[config.mk]
export PLATFORM = sky130hd
export DESIGN_NAME = seg_scan_driver
export DESIGN_NICKNAME = d
export VERILOG_FILES = /design/src/rtl/seg_pkg.sv /design/src/rtl/seg_refresh_timer.sv /design/src/rtl/seg_scan_driver.sv
export SDC_FILE = /design/constraint.sdc
export NUM_CORES = 1
export LEC_CHECK = 0
export CAP_MARGIN = 20
export CORE_MARGIN = 1.5
export CORE_UTILIZATION = 62
export CTS_BUF_LIST = sky130_fd_sc_hd__clkbuf_4
export DETAILED_ROUTE_END_ITERATION = 10
export MAX_ROUTING_LAYER = met4
export PLACE_DENSITY_LB_ADDON = 0.3
export SYNTH_ARGS = -nofsm -noshare
export SYNTH_HDL_FRONTEND = slang
export SYNTH_SLANG_ARGS = --single-unit
[constraint.sdc]
create_clock -name clk -period 4.25 [get_ports clk]
set_clock_uncertainty 0.15 [all_clocks]
set_input_delay 0.85 -clock clk [delete_from_list [all_inputs] [get_ports clk]]
set_output_delay 0.85 -clock clk [all_outputs]
set_load 0.005 [all_outputs]
[src/rtl/seg_pkg.sv]
// Shared definitions for the seven-segment scan driver: segment type,
// blank pattern and the hex-digit segment table (active-low, bit0=a .. bit6=g).
package seg_pkg;

    typedef logic [6:0] seg7_t;

    localparam seg7_t SEG_BLANK = 7'h7F;

    localparam seg7_t HEX_SEG7 [16] = '{
        7'h40, 7'h79, 7'h24, 7'h30, 7'h19, 7'h12, 7'h02, 7'h78,
        7'h00, 7'h10, 7'h08, 7'h03, 7'h46, 7'h21, 7'h06, 7'h0E
    };

    // Pure lookup of the active-low segment pattern for one hex nibble.
    function automatic seg7_t hex_to_seg7(input logic [3:0] nibble);
        return HEX_SEG7[nibble];
    endfunction

endpackage

[src/rtl/seg_refresh_timer.sv]
// Slot timer for the digit scan: divides clk into REFRESH_DIV-cycle slots,
// steps the digit index each slot and flags the anti-ghosting blank window.
module seg_refresh_timer
    import seg_pkg::*;
#(
    parameter int NUM_DIGITS  = 4,
    parameter int REFRESH_DIV = 50000,
    parameter int BLANK_CYC   = 64,
    parameter int IDX_W       = (NUM_DIGITS > 2) ? $clog2(NUM_DIGITS) : 1
) (
    input  logic             clk,
    input  logic             rst,
    output logic [IDX_W-1:0] idx,
    output logic             blank,
    output logic             slot_end,
    output logic             frame_wrap
);

    localparam int CNT_W = $clog2(REFRESH_DIV);
    localparam logic [CNT_W-1:0] DIV_LAST  = CNT_W'(REFRESH_DIV - 1);
    localparam logic [CNT_W-1:0] BLANK_END = CNT_W'(BLANK_CYC);
    localparam logic [IDX_W-1:0] IDX_LAST  = IDX_W'(NUM_DIGITS - 1);

    logic [CNT_W-1:0] div_cnt_q;
    logic [CNT_W-1:0] div_cnt_d;
    logic [IDX_W-1:0] idx_q;
    logic [IDX_W-1:0] idx_d;

    assign slot_end   = (div_cnt_q == DIV_LAST);
    assign frame_wrap = slot_end & (idx_q == IDX_LAST);
    assign blank      = (div_cnt_q < BLANK_END);
    assign idx        = idx_q;

    // Next-state: count within the slot, advance the digit on slot end.
    always_comb begin
        div_cnt_d = div_cnt_q + CNT_W'(1);
        idx_d     = idx_q;
        if (slot_end) begin
            div_cnt_d = {CNT_W{1'b0}};
            if (idx_q == IDX_LAST) begin
                idx_d = {IDX_W{1'b0}};
            end else begin
                idx_d = idx_q + IDX_W'(1);
            end
        end else begin
            idx_d = idx_q;
        end
    end

    // Timer state flops, cleared asynchronously.
    always_ff @(posedge clk or negedge rst) begin
        if (!rst) begin
            div_cnt_q <= {CNT_W{1'b0}};
            idx_q     <= {IDX_W{1'b0}};
        end else begin
            div_cnt_q <= div_cnt_d;
            idx_q     <= idx_d;
        end
    end

endmodule

[src/rtl/seg_scan_driver.sv]
// Multiplexed common-anode seven-segment scan driver: double-buffered
// display word, frame-aligned updates, leading-zero suppression and
// registered active-low segment/dp/anode outputs.
module seg_scan_driver
    import seg_pkg::*;
#(
    parameter int NUM_DIGITS  = 4,
    parameter int REFRESH_DIV = 50000,
    parameter int BLANK_CYC   = 64
) (
    input  logic                    clk,
    input  logic                    rst,
    input  logic [4*NUM_DIGITS-1:0] value,
    input  logic                    load,
    input  logic [NUM_DIGITS-1:0]   dp_in,
    input  logic                    lz_en,
    output logic [6:0]              seg,
    output logic                    dp,
    output logic [NUM_DIGITS-1:0]   an,
    output logic                    frame_tick
);

    localparam int IDX_W  = (NUM_DIGITS > 2) ? $clog2(NUM_DIGITS) : 1;
    localparam int WORD_W = 4 * NUM_DIGITS;

    logic [IDX_W-1:0]      idx_s;
    logic                  blank_s;
    logic                  slot_end_s;
    logic                  frame_wrap_s;
    logic                  boundary_s;
    logic [3:0]            nib_s;
    logic [NUM_DIGITS-1:0] supp_s;
    logic                  run_s;

    logic [WORD_W-1:0]     pend_reg_q, pend_reg_d;
    logic [NUM_DIGITS-1:0] pend_dp_q, pend_dp_d;
    logic                  pend_valid_q, pend_valid_d;
    logic [WORD_W-1:0]     disp_reg_q, disp_reg_d;
    logic [NUM_DIGITS-1:0] disp_dp_q, disp_dp_d;
    seg7_t                 seg_q, seg_d;
    logic                  dp_q, dp_d;
    logic [NUM_DIGITS-1:0] an_q, an_d;
    logic                  frame_tick_q, frame_tick_d;

    seg_refresh_timer #(
        .NUM_DIGITS  (NUM_DIGITS),
        .REFRESH_DIV (REFRESH_DIV),
        .BLANK_CYC   (BLANK_CYC),
        .IDX_W       (IDX_W)
    ) u_timer (
        .clk        (clk),
        .rst        (rst),
        .idx        (idx_s),
        .blank      (blank_s),
        .slot_end   (slot_end_s),
        .frame_wrap (frame_wrap_s)
    );

    // The displayed word may only change on the last slot-end of a frame.
    assign boundary_s = slot_end_s & frame_wrap_s;

    // Double buffer: loads land in pending, pending moves to display at the frame boundary.
    always_comb begin
        pend_reg_d   = pend_reg_q;
        pend_dp_d    = pend_dp_q;
        pend_valid_d = pend_valid_q;
        disp_reg_d   = disp_reg_q;
        disp_dp_d    = disp_dp_q;
        if (load) begin
            pend_reg_d = value;
            pend_dp_d  = dp_in;
        end else begin
            pend_reg_d = pend_reg_q;
        end
        if (boundary_s) begin
            // A load on the boundary cycle is newer than anything pending.
            if (load) begin
                disp_reg_d = value;
                disp_dp_d  = dp_in;
            end else if (pend_valid_q) begin
                disp_reg_d = pend_reg_q;
                disp_dp_d  = pend_dp_q;
            end else begin
                disp_reg_d = disp_reg_q;
            end
            pend_valid_d = 1'b0;
        end else if (load) begin
            pend_valid_d = 1'b1;
        end else begin
            pend_valid_d = pend_valid_q;
        end
    end

    // Suppression chain from the top digit down: a digit is dropped only if it
    // and every digit above it are zero with no decimal point lit.
    always_comb begin
        supp_s = {NUM_DIGITS{1'b0}};
        run_s  = 1'b1;
        for (int k = NUM_DIGITS - 1; k >= 0; k--) begin
            run_s     = run_s & (disp_reg_q[4*k +: 4] == 4'h0) & ~disp_dp_q[k];
            supp_s[k] = run_s & (k != 0);
        end
    end

    assign nib_s = disp_reg_q[{idx_s, 2'b00} +: 4];

    // Output pattern for the currently selected digit, registered below.
    always_comb begin
        an_d         = {NUM_DIGITS{1'b1}};
        seg_d        = SEG_BLANK;
        dp_d         = 1'b1;
        frame_tick_d = frame_wrap_s;
        if (!blank_s) begin
            an_d[idx_s] = 1'b0;
            if (lz_en && supp_s[idx_s]) begin
                seg_d = SEG_BLANK;
                dp_d  = 1'b1;
            end else begin
                seg_d = hex_to_seg7(nib_s);
                dp_d  = ~disp_dp_q[idx_s];
            end
        end else begin
            an_d = {NUM_DIGITS{1'b1}};
        end
    end

    // Buffer registers.
    always_ff @(posedge clk or negedge rst) begin
        if (!rst) begin
            pend_reg_q   <= {WORD_W{1'b0}};
            pend_dp_q    <= {NUM_DIGITS{1'b0}};
            pend_valid_q <= 1'b0;
            disp_reg_q   <= {WORD_W{1'b0}};
            disp_dp_q    <= {NUM_DIGITS{1'b0}};
        end else begin
            pend_reg_q   <= pend_reg_d;
            pend_dp_q    <= pend_dp_d;
            pend_valid_q <= pend_valid_d;
            disp_reg_q   <= disp_reg_d;
            disp_dp_q    <= disp_dp_d;
        end
    end

    // Pin registers; reset leaves every pin in its inactive (high) state.
    always_ff @(posedge clk or negedge rst) begin
        if (!rst) begin
            seg_q        <= SEG_BLANK;
            dp_q         <= 1'b1;
            an_q         <= {NUM_DIGITS{1'b1}};
            frame_tick_q <= 1'b0;
        end else begin
            seg_q        <= seg_d;
            dp_q         <= dp_d;
            an_q         <= an_d;
            frame_tick_q <= frame_tick_d;
        end
    end

    assign seg        = seg_q;
    assign dp         = dp_q;
    assign an         = an_q;
    assign frame_tick = frame_tick_q;

endmodule

==> results of run 1 <==
flip-flops by register name (all words and copies together) (netlist names):
name / flops
u_timer.div_cnt_q: 16
dp: 1
disp_reg_q: 16
frame_tick: 1
seg: 7
pend_valid_q: 1
pend_dp_q: 4
an: 4
disp_dp_q: 4
u_timer.idx: 2
pend_reg_q: 16
power groups by stage:
stage                     logic [W]  clock network (W)  registers, W
after CTS                 0.0000674           0.000373      0.000709
after floorplan           0.0000265                  0      0.000720
after detailed placement  0.0000673                  0      0.000722
final                     0.0000656           0.000365      0.000708
after global routing      0.0000735           0.000401      0.000710
after global placement    0.0000653                  0      0.000720
critical path, cell delays in order (launching register included):
cell and delay [ps]:
dfrtp_1 660, mux4_2 650, ha_1 280, mux2_1 300, a222oi_1 270, nand3_1 110
routing by layer:
metal / routed length [um] / vias up
met3: 236 / 9
met5: 0 / -
li1: - / 1014
met1: 2468 / 1069
met2: 3049 / 57
met4: 101 / 0
cell type report:
type / count / area (um2)
Clock buffer: 14 / 105.1
Clock inverter: 2 / 8.758
Fill cell: 340 / 1267
Inverter: 11 / 41.29
Multi-Input combinational cell: 167 / 1395
Sequential cell: 72 / 1817
Tap cell: 70 / 87.58
Timing Repair Buffer: 40 / 385.4
cells by family (layout without fill, tap and decap cells):
family / after synthesis / in the layout
and+or+nand+nor: 76 / 76
DFF: 72 / 72
xor gates and xnor gates: 12 / 12
adders and majority gates: 11 / 11
buffers and inverters: 20 / 67
AOI/OAI and AO/OA: 18 / 18
muxes: 50 / 50
worst max path at each step:
stage	depth (start not counted)	start	endpoint
2_1_floorplan	6	u_timer.idx[0]$_DFFE_PN0N_	seg[0]$_DFF_PN1_
3_3_place_gp	6	load	disp_reg_q[2]$_DFFE_PN0P_
3_5_place_dp	6	load	disp_dp_q[0]$_DFFE_PN0P_
4_1_cts	5	u_timer.idx[0]$_DFFE_PN0N_	seg[0]$_DFF_PN1_
5_1_grt	5	u_timer.idx[0]$_DFFE_PN0N_	seg[0]$_DFF_PN1_
6_report	5	u_timer.idx[0]$_DFFE_PN0N_	seg[0]$_DFF_PN1_
cells in the final DEF, fill, tap and decap left out, types with 5 or more instances in the layout:
master,n
clkdlybuf4s50_1,35
inv_1,11
clkbuf_4,14
mux2_2,42
nand2_1,17
ha_1,11
dfrtp_1,60
mux4_2,6
dfstp_2,12
nor2b_1,5
xor2_1,7
nor2_1,16
xnor2_1,5
nand4_1,9
nand3_1,8
metrics by stage:
step,power (W),instances,utilization (%),area (um2)
global route,0.001185,376,75.18,3840
CTS,0.001149,376,75.18,3840
floorplan,0.0007464,259,-,3296
detailed placement,0.0007893,360,72.95,3726
global placement,0.0007857,360,72.95,3726
finish,0.001139,376,75.18,3840
==> results.py, run 1 <==
metrics = {
    "die": {
        "die_w_um": 75.91,
        "core-area_um2": 5107,
        "start_util_pct": 64.53,
        "die_area_um2": 5762,
        "ios": 37,
        "fp-row-count": 26,
        "die_height_um": 75.91,
    },
    "worst_setup_path": {
        "start_kind": "flip-flop",
        "r2r_end": "seg[0]$_DFF_PN1_",
        "crit_required_ps": 4420,
        "crit_type": "flip-flop to flip-flop",
        "r2r_setup_slack_ps": 1730,
        "r2r-start": "u_timer.idx[0]$_DFFE_PN0N_",
        "reg2reg_depth": 5,
        "endpoint_kind": "flip-flop",
        "crit_fanout": 12,
        "critPathArrivalTime_ps": 2690,
    },
    "cts": {
        "cts_sinks": 72,
        "clock_latency_ps": 410,
        "cts_tree": "built",
        "numCtsBuffers": 9,
        "root_buffer": "clkbuf_4",
        "cts.clk_slew.worst_paths_ps": 110,
        "post_cts_buffers": 0,
        "h-tree-depth": 3,
        "ctsResizeCount": 0,
        "clk_path_buf_depth": 2,
        "cts_hold_buf": 0,
    },
    "grt": {
        "overflow": 0,
        "grt_max_degree": 42,
        "grtUsageMet1_pct": 27.66,
        "antenna_found_initial": 0,
        "grt_usage_pct": 23.74,
        "busiest_layer": "met2",
        "grt_pass1_vias": 2263,
        "met2_usage_pct": 39.46,
        "use_met3_pct": 4.819,
        "grt_pass1_wl_um": 10290,
    },
    "synth": {
        "muxShareOfSynthArea_pct": 19.25,
        "synth_compound_area_share_pct": 3.607,
        "synth_most_common_cell": "dfrtp_1",
        "synth_fa_ha_area_share_pct": 4.176,
        "yosysSeqAreaShare_pct": 55.13,
        "synth_xor_area_share_pct": 3.189,
        "ys.flop_type": "dfrtp_1",
        "ys_top_cells_by_count": "dfrtp_1 (60), mux2_2 (42), nand2_1 (17), nor2_1 (16), dfstp_2 (12)",
        "avgSynthCellArea_um2": 12.72,
        "synth_warnings": 0,
        "synth_cells": 259,
        "ys_types": 38,
        "synth_edf_count": 0,
        "ys_ff_latch": 72,
        "syn_nets": 294,
        "synthSimpleGateAreaFrac_pct": 11.92,
        "synth_top_area_cell": "dfrtp_1",
        "synth_area_um2": 3296,
        "synth_area_leaders": "dfrtp_1 (46%), mux2_2 (14%), dfstp_2 (9.6%)",
        "netlist.area_leader.share_pct": 45.56,
        "async_reset_ff_share_pct": 100.0,
        "synth_top_family_by_area": "multiplexers",
    },
    "pwr": {
        "netSwitchingPower_w": 0.0002468,
        "swShare_pct": 21.67,
        "clock_power_share_pct": 32.0,
        "leakagePower_nw": 1.661,
        "power_density_nw_per_um2": 296.6,
        "p_int_w": 0.0008921,
        "p_seq_share_pct": 62.2,
        "combPwrFrac_pct": 5.8,
        "irDropWorstVdd_v": 0.0002302,
    },
    "layout": {
        "layout.nets": 336,
        "area_growth_pct": 16.51,
        "antennaDiodeCount": 0,
        "layout-drive-gt1-share_pct": 27.45,
    },
    "sta": {
        "min_period_ps": 2520,
        "maxSlewHeadroom_pct": 54.25,
        "hold_viol": 0,
        "slew_violations": 0,
        "worst_slack_ps": 1730,
        "fin_hold_ws_ps": 315.8,
        "rsz0062_at_grt": "no",
        "clock.fmax_mhz": 396.8,
        "fin_tns_setup_ps": 0,
        "min_period_over_period_pct": 59.30,
        "setup_viol": 0,
        "worst_pin_slew_ps": 686.3,
    },
    "placement": {
        "hpwl_um": 4279,
        "place.gp.congestion": 0.8425,
        "io_buffer_count": 36,
        "dp_worst_setup_slack_ps": 1373,
    },
    "outcome": {
        "outcome": "finished clean",
    },
    "detailed_routing": {
        "drt-total-wl_um": 5856,
        "first_pass_iters": 4,
        "drc": 0,
        "ant_nets": 0,
        "wire_per_inst_um": 15.57,
        "vias": 2149,
        "drt_iter0_drc": 103,
        "vias_per_cell": 5.715,
    },
    "job": {
        "drv_cap": 0,
    },
    "hold_path": {
        "hp-class": "input pin to async pin",
    },
}
Power figures use the tool's default switching activity.
==> run 2, diff against run 1 <==
--- a/config.mk
+++ b/config.mk
@@ -7,7 +7,7 @@
 export LEC_CHECK = 0
 export CAP_MARGIN = 20
 export CORE_MARGIN = 1.5
-export CORE_UTILIZATION = 62
+export CORE_UTILIZATION = 52
 export CTS_BUF_LIST = sky130_fd_sc_hd__clkbuf_4
 export DETAILED_ROUTE_END_ITERATION = 10
 export MAX_ROUTING_LAYER = met4
==> constraint.sdc (replaced) <==
create_clock -name clk -period 2.1 [get_ports clk]
set_clock_uncertainty 0.15 [all_clocks]
set_input_delay 0.42 -clock clk [delete_from_list [all_inputs] [get_ports clk]]
set_output_delay 0.42 -clock clk [all_outputs]
set_load 0.005 [all_outputs]
==> results.py, run 2 (synthesis results as in run 1) <==
metrics = {
    "outcome": {
        "outcome": "finished, violations left",
        "violations": "setup timing",
    },
    "grt": {
        "overflow": 0,
        "grt_usage_pct": 21.61,
        "grt_pass1_wl_um": 10410,
        "grt_max_degree": 38,
        "grt_pass1_vias": 2219,
        "antenna_found_initial": 0,
    },
    "die": {
        "die_area_um2": 6824,
        "core-area_um2": 6026,
        "ios": 37,
        "die_w_um": 82.61,
        "fp-row-count": 28,
        "die_height_um": 82.61,
        "start_util_pct": 54.69,
    },
    "cts": {
        "cts.clk_slew.worst_paths_ps": 110,
        "cts_tree": "built",
        "clk_path_buf_depth": 2,
        "numCtsBuffers": 9,
        "h-tree-depth": 3,
        "root_buffer": "clkbuf_4",
        "clock_latency_ps": 420,
        "cts_sinks": 72,
    },
    "layout": {
        "n_fill_cell": 460,
        "antennaDiodeCount": 0,
        "most-common-layout-cells": "dfrtp_1 (58), mux2_2 (42), clkdlybuf4s50_1 (35)",
        "layout.nets": 363,
        "area_growth_pct": 26.84,
        "seqCellArea_um2": 1819,
        "reg_top3": "disp_reg_q: 16 flops, pend_reg_q: 16 flops, u_timer.div_cnt_q: 16 flops",
        "layout-drive-gt1-share_pct": 35.44,
        "mostFrequentLayoutCell": "dfrtp_1",
        "multi_input_area_um2": 1446,
        "final_util_pct": 69.37,
        "finish.instance_area_um2": 4180,
    },
    "hold_path": {
        "hp-start": "u_timer.div_cnt_q[0]$_DFF_PN0_",
        "hp-class": "flip-flop to flip-flop",
        "min_delay_path_depth": 1,
        "worstHoldEndpoint": "u_timer.div_cnt_q[0]$_DFF_PN0_",
    },
    "detailed_routing": {
        "drt-total-wl_um": 6281,
        "ant_nets": 0,
        "first_pass_iters": 4,
        "vias": 2266,
        "drt_iter0_drc": 89,
        "vias_per_cell": 5.554,
        "drc": 0,
        "wire_per_inst_um": 15.39,
    },
    "placement": {
        "hpwl_um": 4483,
        "place_area_um2": 3923,
        "io_buffer_count": 36,
        "place.gp.congestion": 0.8882,
    },
    "pwr": {
        "power_density_nw_per_um2": 601.9,
        "irDropWorstVdd_v": 0.0004202,
        "leakagePower_nw": 1.813,
    },
    "sta": {
        "min_period_over_period_pct": 100.6,
        "rsz0062_at_grt": "yes",
        "min_period_ps": 2112,
        "maxSlewHeadroom_pct": 61.29,
        "worst_pin_slew_ps": 576.7,
        "setup_viol": 1,
        "hold_viol": 0,
        "slew_violations": 0,
        "worst_slack_ps": -12.15,
        "clock.fmax_mhz": 473.5,
    },
    "worst_setup_path": {
        "crit_type": "flip-flop to flip-flop",
        "crit_fanout": 4,
        "r2r-start": "u_timer.idx[0]$_DFFE_PN0N_",
        "reg2reg_depth": 5,
        "r2r_setup_slack_ps": -10,
        "start_kind": "flip-flop",
        "critPathArrivalTime_ps": 2300,
        "endpoint_kind": "flip-flop",
        "r2r_end": "seg[0]$_DFF_PN1_",
        "crit_required_ps": 2290,
    },
    "job": {
        "drv_cap": 0,
    },
}
run 2: cell types whose count changed in the layout (fill, tap and decap cells not counted), moves of 3 or more:
cell and delta:
buf_4 +19, clkbuf_4 -5, buf_6 +6, ha_1 -3
run 2: what timing repair did:
item,in CTS,in global routing
setup endpoints to repair,1,27
pin swaps,0,3
hold buffers,1,0
resized for setup,1,22
buffers inserted,0,2
gates cloned,0,2
endpoints found under the hold margin,17,0
run 2: per-stage QoR:
| step | setup slack [ps] | setup TNS, ps | power, W | std cells | hold WS [ps] |
|---|---|---|---|---|---|
| after floorplan | -67.18 | -68.89 | 0.001511 | 259 | -25.59 |
| after global placement | -138.7 | -1977 | 0.001596 | 387 | 252.8 |
| after detailed placement | -161.6 | -2700 | 0.001602 | 387 | 266.0 |
| after CTS | -21.51 | -21.51 | 0.002538 | 404 | 319.2 |
| after global routing | -85.99 | -496.7 | 0.002616 | 408 | 341.4 |
| final | -12.15 | -12.15 | 0.002516 | 408 | 321.4 |
run 2: final cells by class:
class	count	share of cell area (%)
tap	75	2.245
clock inverter	7	2.065
multi-input combinational	167	34.60
clock buffer	9	1.616
timing repair buffer	67	14.97
sequential	72	43.52
inverter	11	0.9877
run 2: how the worst max path moves through the flow:
| stage | start | to | slack, ps | cells after the start |
|---|---|---|---|---|
| 6_report | u_timer.idx[0]$_DFFE_PN0N_ | seg[0]$_DFF_PN1_ | -10 | 5 |
| 2_1_floorplan | u_timer.idx[0]$_DFFE_PN0N_ | seg[0]$_DFF_PN1_ | -70 | 6 |
| 4_1_cts | u_timer.idx[0]$_DFFE_PN0N_ | seg[0]$_DFF_PN1_ | -20 | 6 |
| 3_3_place_gp | lz_en | seg[1]$_DFF_PN1_ | -140 | 5 |
| 3_5_place_dp | lz_en | seg[1]$_DFF_PN1_ | -160 | 5 |
| 5_1_grt | u_timer.idx[0]$_DFFE_PN0N_ | seg[0]$_DFF_PN1_ | -90 | 5 |
run 2: critical path, stage by stage, from the launching register on:
cell,delay (ps)
dfrtp_2,430
mux4_2,590
ha_4,190
mux2_4,260
a222oi_1,310
nand3_1,120
run 2: metal layers:
layer  global-route usage, %  up-vias  wire length [um]
li1                        -     1061                 -
met1                   27.79     1145              2896
met2                   32.85       44              3054
met3                   4.945       16               206
met4                   9.667        0               124
met5                       -        -                 0
run 2: power by group:
part / switching [W] / internal, W / total [W]
Sequential: 0.00000953 / 0.00142 / 0.00143
Combinational: 0.0000604 / 0.0000795 / 0.000140
Clock: 0.000472 / 0.000470 / 0.000942
==> run 3, diff against run 2 <==
--- a/config.mk
+++ b/config.mk
@@ -5,9 +5,8 @@
 export SDC_FILE = /design/constraint.sdc
 export NUM_CORES = 1
 export LEC_CHECK = 0
-export CAP_MARGIN = 20
 export CORE_MARGIN = 1.5
-export CORE_UTILIZATION = 52
+export CORE_UTILIZATION = 58
 export CTS_BUF_LIST = sky130_fd_sc_hd__clkbuf_4
 export DETAILED_ROUTE_END_ITERATION = 10
 export MAX_ROUTING_LAYER = met4
==> constraint.sdc (replaced) <==
create_clock -name clk -period 2.3 [get_ports clk]
set_clock_uncertainty 0.15 [all_clocks]
set_input_delay 0.46 -clock clk [delete_from_list [all_inputs] [get_ports clk]]
set_output_delay 0.46 -clock clk [all_outputs]
set_load 0.005 [all_outputs]
==> results.py, run 3 (synthesis results as in run 1) <==
metrics = {
    "hold_path": {
        "hp-class": "flip-flop to flip-flop",
    },
    "sta": {
        "worst_pin_slew_ps": 556.4,
        "rsz0062_at_grt": "yes",
        "slew_violations": 0,
        "min_period_ps": 2157,
        "setup_viol": 0,
        "clock.fmax_mhz": 463.6,
        "hold_viol": 0,
        "worst_slack_ps": 142.8,
        "min_period_over_period_pct": 93.79,
        "maxSlewHeadroom_pct": 62.65,
    },
    "layout": {
        "mostFrequentLayoutCell": "dfrtp_1",
        "layout-drive-gt1-share_pct": 31.55,
        "reg_top3": "disp_reg_q: 16 flops, pend_reg_q: 16 flops, u_timer.div_cnt_q: 16 flops",
        "most-common-layout-cells": "dfrtp_1 (58), mux2_2 (42), clkdlybuf4s50_1 (35)",
        "final_cells": 389,
        "layout.nets": 347,
        "antennaDiodeCount": 0,
        "area_growth_pct": 21.26,
    },
    "die": {
        "die_area_um2": 6143,
        "fp-row-count": 27,
        "ios": 37,
        "start_util_pct": 59.85,
        "die_height_um": 78.38,
        "die_w_um": 78.38,
        "core-area_um2": 5507,
    },
    "pwr": {
        "power_density_nw_per_um2": 544.0,
        "swShare_pct": 22.11,
        "combPwrFrac_pct": 5.8,
        "p_int_w": 0.001693,
        "netSwitchingPower_w": 0.0004807,
        "irDropWorstVdd_v": 0.0004254,
        "leakagePower_nw": 1.722,
        "p_seq_share_pct": 60.2,
        "clock_power_share_pct": 34.1,
    },
    "placement": {
        "io_buffer_count": 36,
        "hpwl_um": 4122,
        "place.gp.congestion": 0.8310,
        "dp.cells": 368,
        "dp_worst_setup_slack_ps": 4.920,
    },
    "detailed_routing": {
        "wire_per_inst_um": 15.10,
        "drt-total-wl_um": 5873,
        "vias_per_cell": 5.596,
        "ant_nets": 0,
        "first_pass_iters": 4,
        "drt_iter0_drc": 127,
        "vias": 2177,
        "drc": 0,
    },
    "worst_setup_path": {
        "crit_fanout": 5,
        "start_kind": "flip-flop",
        "r2r_setup_slack_ps": 140,
        "crit_type": "flip-flop to flip-flop",
        "endpoint_kind": "flip-flop",
        "critPathArrivalTime_ps": 2320,
        "crit_required_ps": 2460,
    },
    "grt": {
        "antenna_found_initial": 0,
        "grt_usage_pct": 22.31,
        "grt_pass1_wl_um": 10140,
        "overflow": 0,
        "grt_pass1_vias": 2197,
        "grt_max_degree": 42,
    },
    "cts": {
        "clk_path_buf_depth": 2,
        "cts_tree": "built",
        "root_buffer": "clkbuf_4",
        "clock_latency_ps": 400,
        "cts_sinks": 72,
        "h-tree-depth": 3,
        "cts.clk_slew.worst_paths_ps": 100,
        "numCtsBuffers": 9,
    },
    "outcome": {
        "outcome": "finished clean",
    },
    "job": {
        "drv_cap": 0,
    },
}
-- run 3: cell types whose count changed in the layout (fill, tap and decap cells not counted), moves of 2 or more --
cell,delta
buf_4,-12
buf_6,-5
clkinv_2,+2
o21ai_0,+2
-- run 3: stage by stage --
stage / instance area [um2] / utilization [%] / total power (W) / hold WS [ps] / TNS (ps)
after floorplan: 3296 / - / 0.001379 / 14.41 / 0
after global placement: 3799 / 68.98 / 0.001457 / 256.3 / 0
after detailed placement: 3799 / 68.98 / 0.001461 / 255.6 / 0
after CTS: 3940 / 71.55 / 0.002198 / 326.5 / 0
after global routing: 3996 / 72.57 / 0.002271 / 345.3 / -20.28
final: 3996 / 72.57 / 0.002174 / 323.0 / 0
-- run 3: timing repair --
action,in CTS,in global routing
hold buffers,1,0
endpoints found under the hold margin,11,0
pin swaps,0,2
endpoints found under the setup margin,1,2
gates resized for setup,1,9
buffers inserted,0,4
-- run 3: power by group through the flow --
stage / combinational, W / sequential, W / clock (W)
4_1_cts: 0.000130 / 0.00131 / 0.000760
5_1_grt: 0.000141 / 0.00131 / 0.000817
2_1_floorplan: 0.0000490 / 0.00133 / 0
3_3_place_gp: 0.000125 / 0.00133 / 0
3_5_place_dp: 0.000128 / 0.00133 / 0
6_report: 0.000125 / 0.00131 / 0.000741
-- run 3: critical path, cell delays in order (launching register included) --
cell      delay, ps
dfrtp_2         430
mux4_2          610
ha_4            200
mux2_4          260
a222oi_1        300
nand3_1         120
-- run 3: metal layers --
metal  wire, um  GRT usage [%]  up-vias
li1           -              -     1034
met1       2621          29.09     1071
met2       2857          33.65       64
met3        303          5.814        8
met4         90          9.107        0
met5          0              -        -
-- run 3: worst paths after layout --
check	from	to	depth (start not counted)
max	u_timer.idx[0]$_DFFE_PN0N_	seg[0]$_DFF_PN1_	5
min	u_timer.div_cnt_q[0]$_DFF_PN0_	u_timer.div_cnt_q[0]$_DFF_PN0_	1
max reg2reg	u_timer.idx[0]$_DFFE_PN0N_	seg[0]$_DFF_PN1_	5
min reg2reg	u_timer.div_cnt_q[0]$_DFF_PN0_	u_timer.div_cnt_q[0]$_DFF_PN0_	1
max in group asynchronous	rst	seg[3]$_DFF_PN1_	3
min in group asynchronous	rst	pend_dp_q[1]$_DFFE_PN0P_	2
-- run 3: area by class of cell --
class,count,area (um2)
Clock buffer,9,67.56
Tap cell,72,90.09
Timing Repair Buffer,51,499.2
Fill cell,386,1510
Clock inverter,7,62.56
Multi-Input combinational cell,167,1414
Sequential cell,72,1819
Inverter,11,43.79
